[src/rtl/pipibibs_cen_pkg.sv]
// ---------------------------------------------------------------------------
// pipibibs_cen_pkg
// Shared definitions for the CLK96 clock-enable monitors.
//   cen_state_e   : monitor FSM state encoding (IDLE / MEASURE / STALLED)
//   CEN_GAP_*     : expected CLK96 cycle gaps of the derived enables
//   gap_in_range  : inclusive range test used by the per-gap legality check
// ---------------------------------------------------------------------------
package pipibibs_cen_pkg;

  typedef enum logic [1:0] {
    ST_IDLE    = 2'd0,
    ST_MEASURE = 2'd1,
    ST_STALLED = 2'd2
  } cen_state_e;

  // CLK96 (94.5 MHz) divided down to the enable rates used by the cores
  localparam int unsigned CEN_GAP_13M5   = 7;   // 13.5    MHz
  localparam int unsigned CEN_GAP_6M75   = 14;  // 6.75    MHz
  localparam int unsigned CEN_GAP_3M375  = 28;  // 3.375   MHz
  localparam int unsigned CEN_GAP_1M6875 = 56;  // 1.6875  MHz

  function automatic logic gap_in_range(input int unsigned gap,
                                        input int unsigned lo,
                                        input int unsigned hi);
    return (gap >= lo) && (gap <= hi);
  endfunction

endpackage

[src/rtl/pipibibs_gap_counter.sv]
// ---------------------------------------------------------------------------
// pipibibs_gap_counter
// Counts CLK96 cycles since the last CEN-high cycle. Loads 1 on CEN so that
// the value seen in the next CEN cycle equals the gap (back-to-back = 1).
// Saturates at all-ones; flags when the count has reached TIMEOUT.
// Ports:
//   i_clk        clock (CLK96)
//   i_rst        synchronous active-high reset, clears the count to 0
//   i_cen        enable under test
//   o_cnt        current gap count (registered)
//   o_timeout_c  combinational: o_cnt >= TIMEOUT
// ---------------------------------------------------------------------------
module pipibibs_gap_counter #(
  parameter int unsigned CNT_W   = 8,
  parameter int unsigned TIMEOUT = 32
) (
  input  logic             i_clk,
  input  logic             i_rst,
  input  logic             i_cen,
  output logic [CNT_W-1:0] o_cnt,
  output logic             o_timeout_c
);

  localparam logic [CNT_W-1:0] CNT_SAT = '1;

  logic [CNT_W-1:0] r_cnt;

  // load-on-CEN, saturating increment otherwise
  always_ff @(posedge i_clk) begin
    if (i_rst) begin
      r_cnt <= '0;
    end else if (i_cen) begin
      r_cnt <= CNT_W'(1);
    end else if (r_cnt != CNT_SAT) begin
      r_cnt <= r_cnt + CNT_W'(1);
    end
  end

  assign o_cnt       = r_cnt;
  assign o_timeout_c = (r_cnt >= CNT_W'(TIMEOUT));

endmodule

[src/rtl/pipibibs_cen_monitor.sv]
// ---------------------------------------------------------------------------
// pipibibs_cen_monitor
// Consumer-side checker for a fractional clock enable. Measures the CLK96
// gap between successive CEN pulses, accumulates 2**WIN_LOG2 gaps per window
// and reports total/min/max, lock status and sticky error flags.
// Ports:
//   CLK96      94.5 MHz clock, sole clock
//   RESET      synchronous active-high reset
//   CEN        enable under test
//   CLR        clears ERR_GAP / ERR_STALL (a same-cycle set wins)
//   WIN_TOTAL  sum of gaps in the last completed window
//   WIN_MIN    smallest gap in the last completed window
//   WIN_MAX    largest gap in the last completed window
//   WIN_VALID  one-cycle pulse when WIN_* update
//   LOCKED     last full window entirely within [EXP_MIN, EXP_MAX]
//   ERR_GAP    sticky: a gap fell outside [EXP_MIN, EXP_MAX]
//   ERR_STALL  sticky: TIMEOUT cycles elapsed with no CEN while measuring
// ---------------------------------------------------------------------------
module pipibibs_cen_monitor
  import pipibibs_cen_pkg::*;
#(
  parameter int unsigned CNT_W    = 8,
  parameter int unsigned WIN_LOG2 = 4,
  parameter int unsigned EXP_MIN  = CEN_GAP_13M5,
  parameter int unsigned EXP_MAX  = CEN_GAP_13M5,
  parameter int unsigned TIMEOUT  = 32
) (
  input  logic                      CLK96,
  input  logic                      RESET,
  input  logic                      CEN,
  input  logic                      CLR,
  output logic [CNT_W+WIN_LOG2-1:0] WIN_TOTAL,
  output logic [CNT_W-1:0]          WIN_MIN,
  output logic [CNT_W-1:0]          WIN_MAX,
  output logic                      WIN_VALID,
  output logic                      LOCKED,
  output logic                      ERR_GAP,
  output logic                      ERR_STALL
);

  localparam int unsigned TOT_W = CNT_W + WIN_LOG2;
  localparam logic [WIN_LOG2-1:0] IDX_LAST = '1;

  cen_state_e          r_state;

  logic [TOT_W-1:0]    r_acc_total;
  logic [CNT_W-1:0]    r_acc_min;
  logic [CNT_W-1:0]    r_acc_max;
  logic                r_acc_bad;
  logic [WIN_LOG2-1:0] r_idx;

  logic [TOT_W-1:0]    r_win_total;
  logic [CNT_W-1:0]    r_win_min;
  logic [CNT_W-1:0]    r_win_max;
  logic                r_win_valid;
  logic                r_locked;
  logic                r_err_gap;
  logic                r_err_stall;

  logic [CNT_W-1:0]    w_gap;
  logic                w_timeout;
  logic                w_start;
  logic                w_record;
  logic                w_close;
  logic                w_gap_bad;
  logic                w_gap_set;
  logic                w_stall_set;
  logic                w_acc_clr;
  logic [TOT_W-1:0]    w_tot_next;
  logic [CNT_W-1:0]    w_min_next;
  logic [CNT_W-1:0]    w_max_next;
  logic                w_bad_next;

  pipibibs_gap_counter #(
    .CNT_W   (CNT_W),
    .TIMEOUT (TIMEOUT)
  ) u_gap_counter (
    .i_clk       (CLK96),
    .i_rst       (RESET),
    .i_cen       (CEN),
    .o_cnt       (w_gap),
    .o_timeout_c (w_timeout)
  );

  // event decode for the current cycle
  assign w_start     = (r_state != ST_MEASURE) && CEN;
  assign w_record    = (r_state == ST_MEASURE) && CEN;
  assign w_close     = w_record && (r_idx == IDX_LAST);
  assign w_stall_set = (r_state == ST_MEASURE) && !CEN && w_timeout;
  assign w_gap_bad   = !gap_in_range(32'(w_gap), EXP_MIN, EXP_MAX);
  assign w_gap_set   = w_record && w_gap_bad;

  // a window restarts on first CEN, on its own closing CEN, and on stall
  assign w_acc_clr   = w_start || w_close || w_stall_set;

  // accumulator values including the gap being recorded this cycle
  assign w_tot_next  = r_acc_total + TOT_W'(w_gap);
  assign w_min_next  = (w_gap < r_acc_min) ? w_gap : r_acc_min;
  assign w_max_next  = (w_gap > r_acc_max) ? w_gap : r_acc_max;
  assign w_bad_next  = r_acc_bad || w_gap_bad;

  // FSM, lock status and sticky error flags
  always_ff @(posedge CLK96) begin
    if (RESET) begin
      r_state     <= ST_IDLE;
      r_locked    <= 1'b0;
      r_err_gap   <= 1'b0;
      r_err_stall <= 1'b0;
    end else begin
      case (r_state)
        ST_IDLE, ST_STALLED: begin
          if (CEN) begin
            r_state <= ST_MEASURE;
          end
        end
        ST_MEASURE: begin
          if (w_stall_set) begin
            r_state <= ST_STALLED;
          end
        end
        default: r_state <= ST_IDLE;
      endcase

      if (w_close) begin
        r_locked <= !w_bad_next;
      end else if (w_gap_set || w_stall_set) begin
        r_locked <= 1'b0;
      end

      // set takes priority over a coincident clear
      if (w_gap_set) begin
        r_err_gap <= 1'b1;
      end else if (CLR) begin
        r_err_gap <= 1'b0;
      end

      if (w_stall_set) begin
        r_err_stall <= 1'b1;
      end else if (CLR) begin
        r_err_stall <= 1'b0;
      end
    end
  end

  // per-window accumulators and gap index
  always_ff @(posedge CLK96) begin
    if (RESET || w_acc_clr) begin
      r_acc_total <= '0;
      r_acc_min   <= '1;
      r_acc_max   <= '0;
      r_acc_bad   <= 1'b0;
      r_idx       <= '0;
    end else if (w_record) begin
      r_acc_total <= w_tot_next;
      r_acc_min   <= w_min_next;
      r_acc_max   <= w_max_next;
      r_acc_bad   <= w_bad_next;
      r_idx       <= r_idx + WIN_LOG2'(1);
    end
  end

  // window report registers, held until the next window closes
  always_ff @(posedge CLK96) begin
    if (RESET) begin
      r_win_total <= '0;
      r_win_min   <= '0;
      r_win_max   <= '0;
      r_win_valid <= 1'b0;
    end else begin
      r_win_valid <= w_close;
      if (w_close) begin
        r_win_total <= w_tot_next;
        r_win_min   <= w_min_next;
        r_win_max   <= w_max_next;
      end
    end
  end

  assign WIN_TOTAL = r_win_total;
  assign WIN_MIN   = r_win_min;
  assign WIN_MAX   = r_win_max;
  assign WIN_VALID = r_win_valid;
  assign LOCKED    = r_locked;
  assign ERR_GAP   = r_err_gap;
  assign ERR_STALL = r_err_stall;

endmodule

[config.mk]
export PLATFORM = sky130hd
export DESIGN_NAME = pipibibs_cen_monitor
export DESIGN_NICKNAME = d
export VERILOG_FILES = /design/src/rtl/pipibibs_cen_pkg.sv /design/src/rtl/pipibibs_gap_counter.sv /design/src/rtl/pipibibs_cen_monitor.sv
export SDC_FILE = /design/constraint.sdc
export NUM_CORES = 1
export LEC_CHECK = 0
export BUFFER_PORTS_ARGS = -buffer_cell sky130_fd_sc_hd__buf_4
export CORE_ASPECT_RATIO = 2
export CORE_MARGIN = 2
export CORE_UTILIZATION = 59
export DETAILED_ROUTE_END_ITERATION = 16
export PLACE_DENSITY = 0.79
export SYNTH_ARGS = -nofsm -noshare
export SYNTH_HDL_FRONTEND = slang
export SYNTH_SLANG_ARGS = --single-unit
[constraint.sdc]
create_clock -name CLK96 -period 2.47 [get_ports CLK96]
set_input_delay 0.741 -clock CLK96 [delete_from_list [all_inputs] [get_ports CLK96]]
set_output_delay 0.741 -clock CLK96 [all_outputs]
set_load 0.01 [all_outputs]
== After elaboration in Yosys (flattened, before gate mapping) ==
Cells that the tools add are included.

* Bits in registers: 75
* Bits in latches: 0
* Bits in writable memories: 0
* Bits in read-only memories: 0
* Input bits: 4
* Logic and storage cells: 65
* Memories kept: 0

* $add $sub $neg: 3
* Multiply operators: 0
* Div/mod/pow operators: 0
* Magnitude comparators: 5
* Equal/unequal tests: 7
* Shifts and indexed selects: 0
* Mux-type cells: 12
* Bitwise operators: 0
* Reductions and logical operators: 23

{| class="wikitable"
|+ Operator list
! kind !! count
|-
| $mux 8 || 2
|-
| $add 12x8->12 || 1
|-
| $add 8x1->8 const B || 1
|-
| $ge 8x3->1 const B || 1
|-
| $ge 8x6->1 const B || 1
|-
| $gt 8x8->1 || 1
|-
| $le 8x3->1 const B || 1
|-
| $lt 8x8->1 || 1
|-
| $ne 8x8->1 const B || 1
|-
| $reduce_bool 2->1 || 4
|-
| $logic_and 1x1->1 || 7
|-
| $mux 1 || 7
|-
| $logic_or 1x1->1 || 5
|-
| $add 4x1->4 const B || 1
|-
| $eq 4x4->1 const B || 1
|-
| $mux 2 || 2
|-
| $ne 2x2->1 const B || 2
|-
| $pmux 2 s2 || 1
|-
| $reduce_or 2->1 || 2
|-
| $logic_not 1->1 || 3
|-
| $eq 2x1->1 const B || 1
|-
| $eq 2x2->1 const B || 1
|-
| $logic_not 2->1 || 1
|-
| $ne 2x1->1 const B || 1
|-
| $reduce_and 2->1 || 1
|}

== Logic depth before layout (Yosys ltp) ==
* Depth after elaboration: 7
* Mapped depth: 8
* Mapped depth without buffers: 8

== By module ==
A second synthesis with hierarchy kept.

* Cell total of the unflattened synthesis: 447
* Area, all modules: 3,880.0 um^2

{| class="wikitable"
|+ Modules (own cells, without submodules)
! module !! instances !! cells an instance !! area each (um^2)
|-
| pipibibs_cen_monitor || 1 || 398 || 3,453.3
|-
| pipibibs_gap_counter || 1 || 49 || 426.7
|}

== Worst setup path after synthesis ==
No wires, ideal clock.

* Path type: reg2reg
* Start point: register u_gap_counter.r_cnt[0], in the netlist u_gap_counter.o_cnt[0]
* End point: register r_win_total[10], in the netlist WIN_TOTAL[10]
* Setup time: 0.086 ns
* Data arrival time: 2.030 ns
* Slack: 0.355 ns
* Cell stages (with the launch flop): 9
* Path buffers: 0
* Period minus slack after synthesis: 2.115 ns
* Cells stage by stage: dfxtp_1 ha_1 fa_1 a21oi_1 o21ai_0 a211oi_1 nor2_1 xnor2_1 a211oi_1

* Word-level cells in the longest chain between the ends: 1

{| class="wikitable"
|+ Ends and longest elaborated chain
! item !! line !! RTL
|-
| from (decl) || pipibibs_gap_counter.sv:26 || <nowiki>logic [CNT_W-1:0] r_cnt;</nowiki>
|-
| from (signal assigned) || pipibibs_gap_counter.sv:35 || <nowiki>r_cnt <= r_cnt + CNT_W'(1);</nowiki>
|-
| $add 12x8->12 || pipibibs_cen_monitor.sv:97 || <nowiki>assign w_tot_next = r_acc_total + TOT_W'(w_gap);</nowiki>
|-
| to (signal assigned) || pipibibs_cen_monitor.sv:172 || <nowiki>r_win_total <= w_tot_next;</nowiki>
|-
| to (decl) || pipibibs_cen_monitor.sv:52 || <nowiki>logic [TOT_W-1:0] r_win_total;</nowiki>
|}

Every way passes these cells.
A chain may end at the register's enable or synchronous reset.

== Final worst setup path ==
* Start point: register u_gap_counter.r_cnt[7], in the netlist u_gap_counter.o_cnt[7]
* End point: register r_win_max[5], in the netlist WIN_MAX[5]

* Word-level cells in the longest chain between the ends: 2

{| class="wikitable"
|+ Ends and longest elaborated chain
! item !! line !! RTL
|-
| $gt 8x8->1 || pipibibs_cen_monitor.sv:99 || <nowiki>assign w_max_next = (w_gap > r_acc_max) ? w_gap : r_acc_max;</nowiki>
|-
| $mux 8 || pipibibs_cen_monitor.sv:99 ||
|-
| to (signal assigned) || pipibibs_cen_monitor.sv:174 || <nowiki>r_win_max <= w_max_next;</nowiki>
|-
| to (decl) || pipibibs_cen_monitor.sv:54 || <nowiki>logic [CNT_W-1:0] r_win_max;</nowiki>
|}

Every way passes these cells.

==> metrics <==
power per standard cell area 577 nW/um^2; adder-cell area share of the yosys netlist 9.00%; synthesized instance count 436; Vias 3192; final WL 8690 um; CTS Sinks 75; slowest CP cell dfxtp_1; Total GRT Usage 26.6%; met1 usage 30.7%; setup_tns 0 ns; latest clock arrival within the worst-skew pair 0.34 ns; unrepaired setup endpoints after global routing no; vias in the first global route 3129; GRT met2 Usage 44.9%; most frequent cells in the layout 75 x dfxtp_1, 62 x nor2_1, 51 x buf_4; post-DR wirelength/cell 15.4 um; gr ovfl total 0; Synth Area in Simple Gates 20.8%; layout net count 504; Yosys cell types 56; mux contribution to synthesized area 4.96%; # DRC 0; number of diodes 0; antenna-violating nets left 0; Critical Path Max Stage Delay 0.63 ns; die height 118 um; syn_nets 467; area fraction in compound gates after synthesis 16.3%; Fin. Hold Viols 0; Final Cell Area 4470 um^2; Seq/Total Area, Yosys 39.1%; # hold bufs at CTS 0; CP Capture Type flop; grt peak-use layer met2; detailed placement HPWL 6420 um; CP Data Required Time 2.71 ns; first-pass GRT wire length 14500 um; final worst-path cycle share 90.0%; fin cells 563; Setup CP Type flop to flop; Initial Utilization 60.8%; max cap viols 0; Hold WC Path Type flop to flop; num rows 41; Die Area 7200 um^2; H-tree levels 3; Iteration-0 DRC Markers 136; YS warnings 0; die span in x 61.0 um; max_slew headroom 62.0%; Worst-Margin Slew 0.566 ns; commonest non-fill, non-tap cell in the layout dfxtp_1; I/O Buffers 35; pins over their slew limit 0; num ports 36; largest net degree at the start of global routing 25; crit path max fanout 12; Area Overhead vs Synth 16.6%; post-synthesis register bit count 75; Leakage 0.00190 uW; Synth Area in XOR/XNOR 3.65%; RePlAce Congestion 0.899; initial antenna violation count 0; placed cell areas 4210 um^2; CP cell instances ha_1 -> nand4_1 -> nor2_1 -> a21oi_1 -> nor2_4 -> mux2i_1 -> a211oi_1; GR Util met3 6.04%; Final min period 2.22 ns; dpl cells 548; mapped cell area 3840 um^2; final setup vio count 0; Core Area 6310 um^2; cts bufs inserted 9; main combinational cell family by area after synthesis simple AND/OR/NAND/NOR gates; Post-synth ARST share 0%; Max Buffers Root-to-Sink 2; CP arrival 2.47 ns; layout cell share with drive strength beyond 1 17.4%; main flop type after synthesis dfxtp_1; syn_area_per_cell 8.80 um^2; CP Launch Type flop; clock-pin transition on the worst setup and hold timing paths 0.05 ns; CTS tree yes; status finished, final reports clean; Fmax 450 MHz; Post-synth EDFFs 0; DRT Pass-1 Iters 4; clk root buf clkbuf_16; peak supply drop 462 uV; Via-to-Cell Ratio 5.67; clk_skew 0.00600 ns
worst max-delay path, delay by kind of cell (launching register included):
kind,cells,cell delay [ns]
DFF,1,0.63
AOI/OAI and AO/OA,2,0.62
and+or+nand+nor,3,0.37
adders and majority gates,1,0.35
muxes,1,0.15
synthesized netlist by cell type, drive strengths merged, types with 10 or more instances:
master,n,area [um^2]
ha,26,325
o21ai,12,71.3
inv,20,75.1
xnor2,10,87.6
mux2i,19,190
nor3,14,81.3
dfxtp,75,1500
buf,19,131
nand2,45,171
nor2,64,255
a21oi,36,191
a211oi,16,125
state kept, by name, summed over array words and instances, names as in the netlist, 2 cells and up:
| register | flops |
|---|---|
| r_acc_total | 12 |
| r_acc_max | 8 |
| WIN_MAX | 8 |
| WIN_MIN | 8 |
| r_idx | 4 |
| r_acc_min | 8 |
| WIN_TOTAL | 12 |
| u_gap_counter.o_cnt | 8 |
| r_state | 2 |
metal layers:
metal | vias up | routed length [um]
met3 | 16 | 234
met5 | - | 0
met1 | 1521 | 3440
met2 | 52 | 4820
met4 | 0 | 199
li1 | 1603 | -
final timing paths:
check	start	endpoint	slack, ns	depth (start not counted)
setup / recovery	u_gap_counter.o_cnt[7]	WIN_MAX[5]	0.25	7
hold / removal	WIN_TOTAL[5]	WIN_TOTAL[5]	0.46	2
setup reg to reg	u_gap_counter.o_cnt[7]	WIN_MAX[5]	0.25	7
hold reg to reg	WIN_TOTAL[5]	WIN_TOTAL[5]	0.46	2
final cells by class:
cell class | instances | area [um^2]
sequential | 75 | 1500
tap | 86 | 108
timing repair buffer | 53 | 423
multi-input combinational | 314 | 2100
clock inverter | 3 | 15.0
fill | 510 | 1840
inverter | 20 | 75.1
clock buffer | 12 | 246
report_power, final:
| group | leakage (uW) | total [uW] | switching (uW) | internal [uW] |
|---|---|---|---|---|
| logic | 0.00116 | 161 | 97.3 | 64.0 |
| clock network | 0.000132 | 1170 | 471 | 696 |
| registers | 0.000608 | 1250 | 22.1 | 1230 |
| total | 0.00190 | 2580 | 591 | 1990 |
cells by family after synthesis:
kind of cell    Yosys count
fa+ha+maj                27
mux                      19
buf+inv                  47
simple gates            162
compound gates           90
flops                    75
xor+xnor                 16
per-stage QoR:
stage / worst slack, ns / total power (uW) / util (%) / hold slack [ns]
3_5_place_dp: 0.232 / 1440 / 66.6 / 0.450
5_1_grt: 0.0592 / 2670 / 70.9 / 0.466
6_report: 0.248 / 2580 / 70.9 / 0.459
4_1_cts: 0.225 / 2600 / 70.8 / 0.460
2_1_floorplan: 0.355 / 1390 / - / 0.421
3_3_place_gp: 0.282 / 1430 / 66.6 / 0.444
what timing repair did:
action,in CTS,in global routing
gates resized for setup,0,1
setup endpoints to repair,0,1
buffers inserted,0,0
Note: power is estimated with default switching activity, not from simulation.
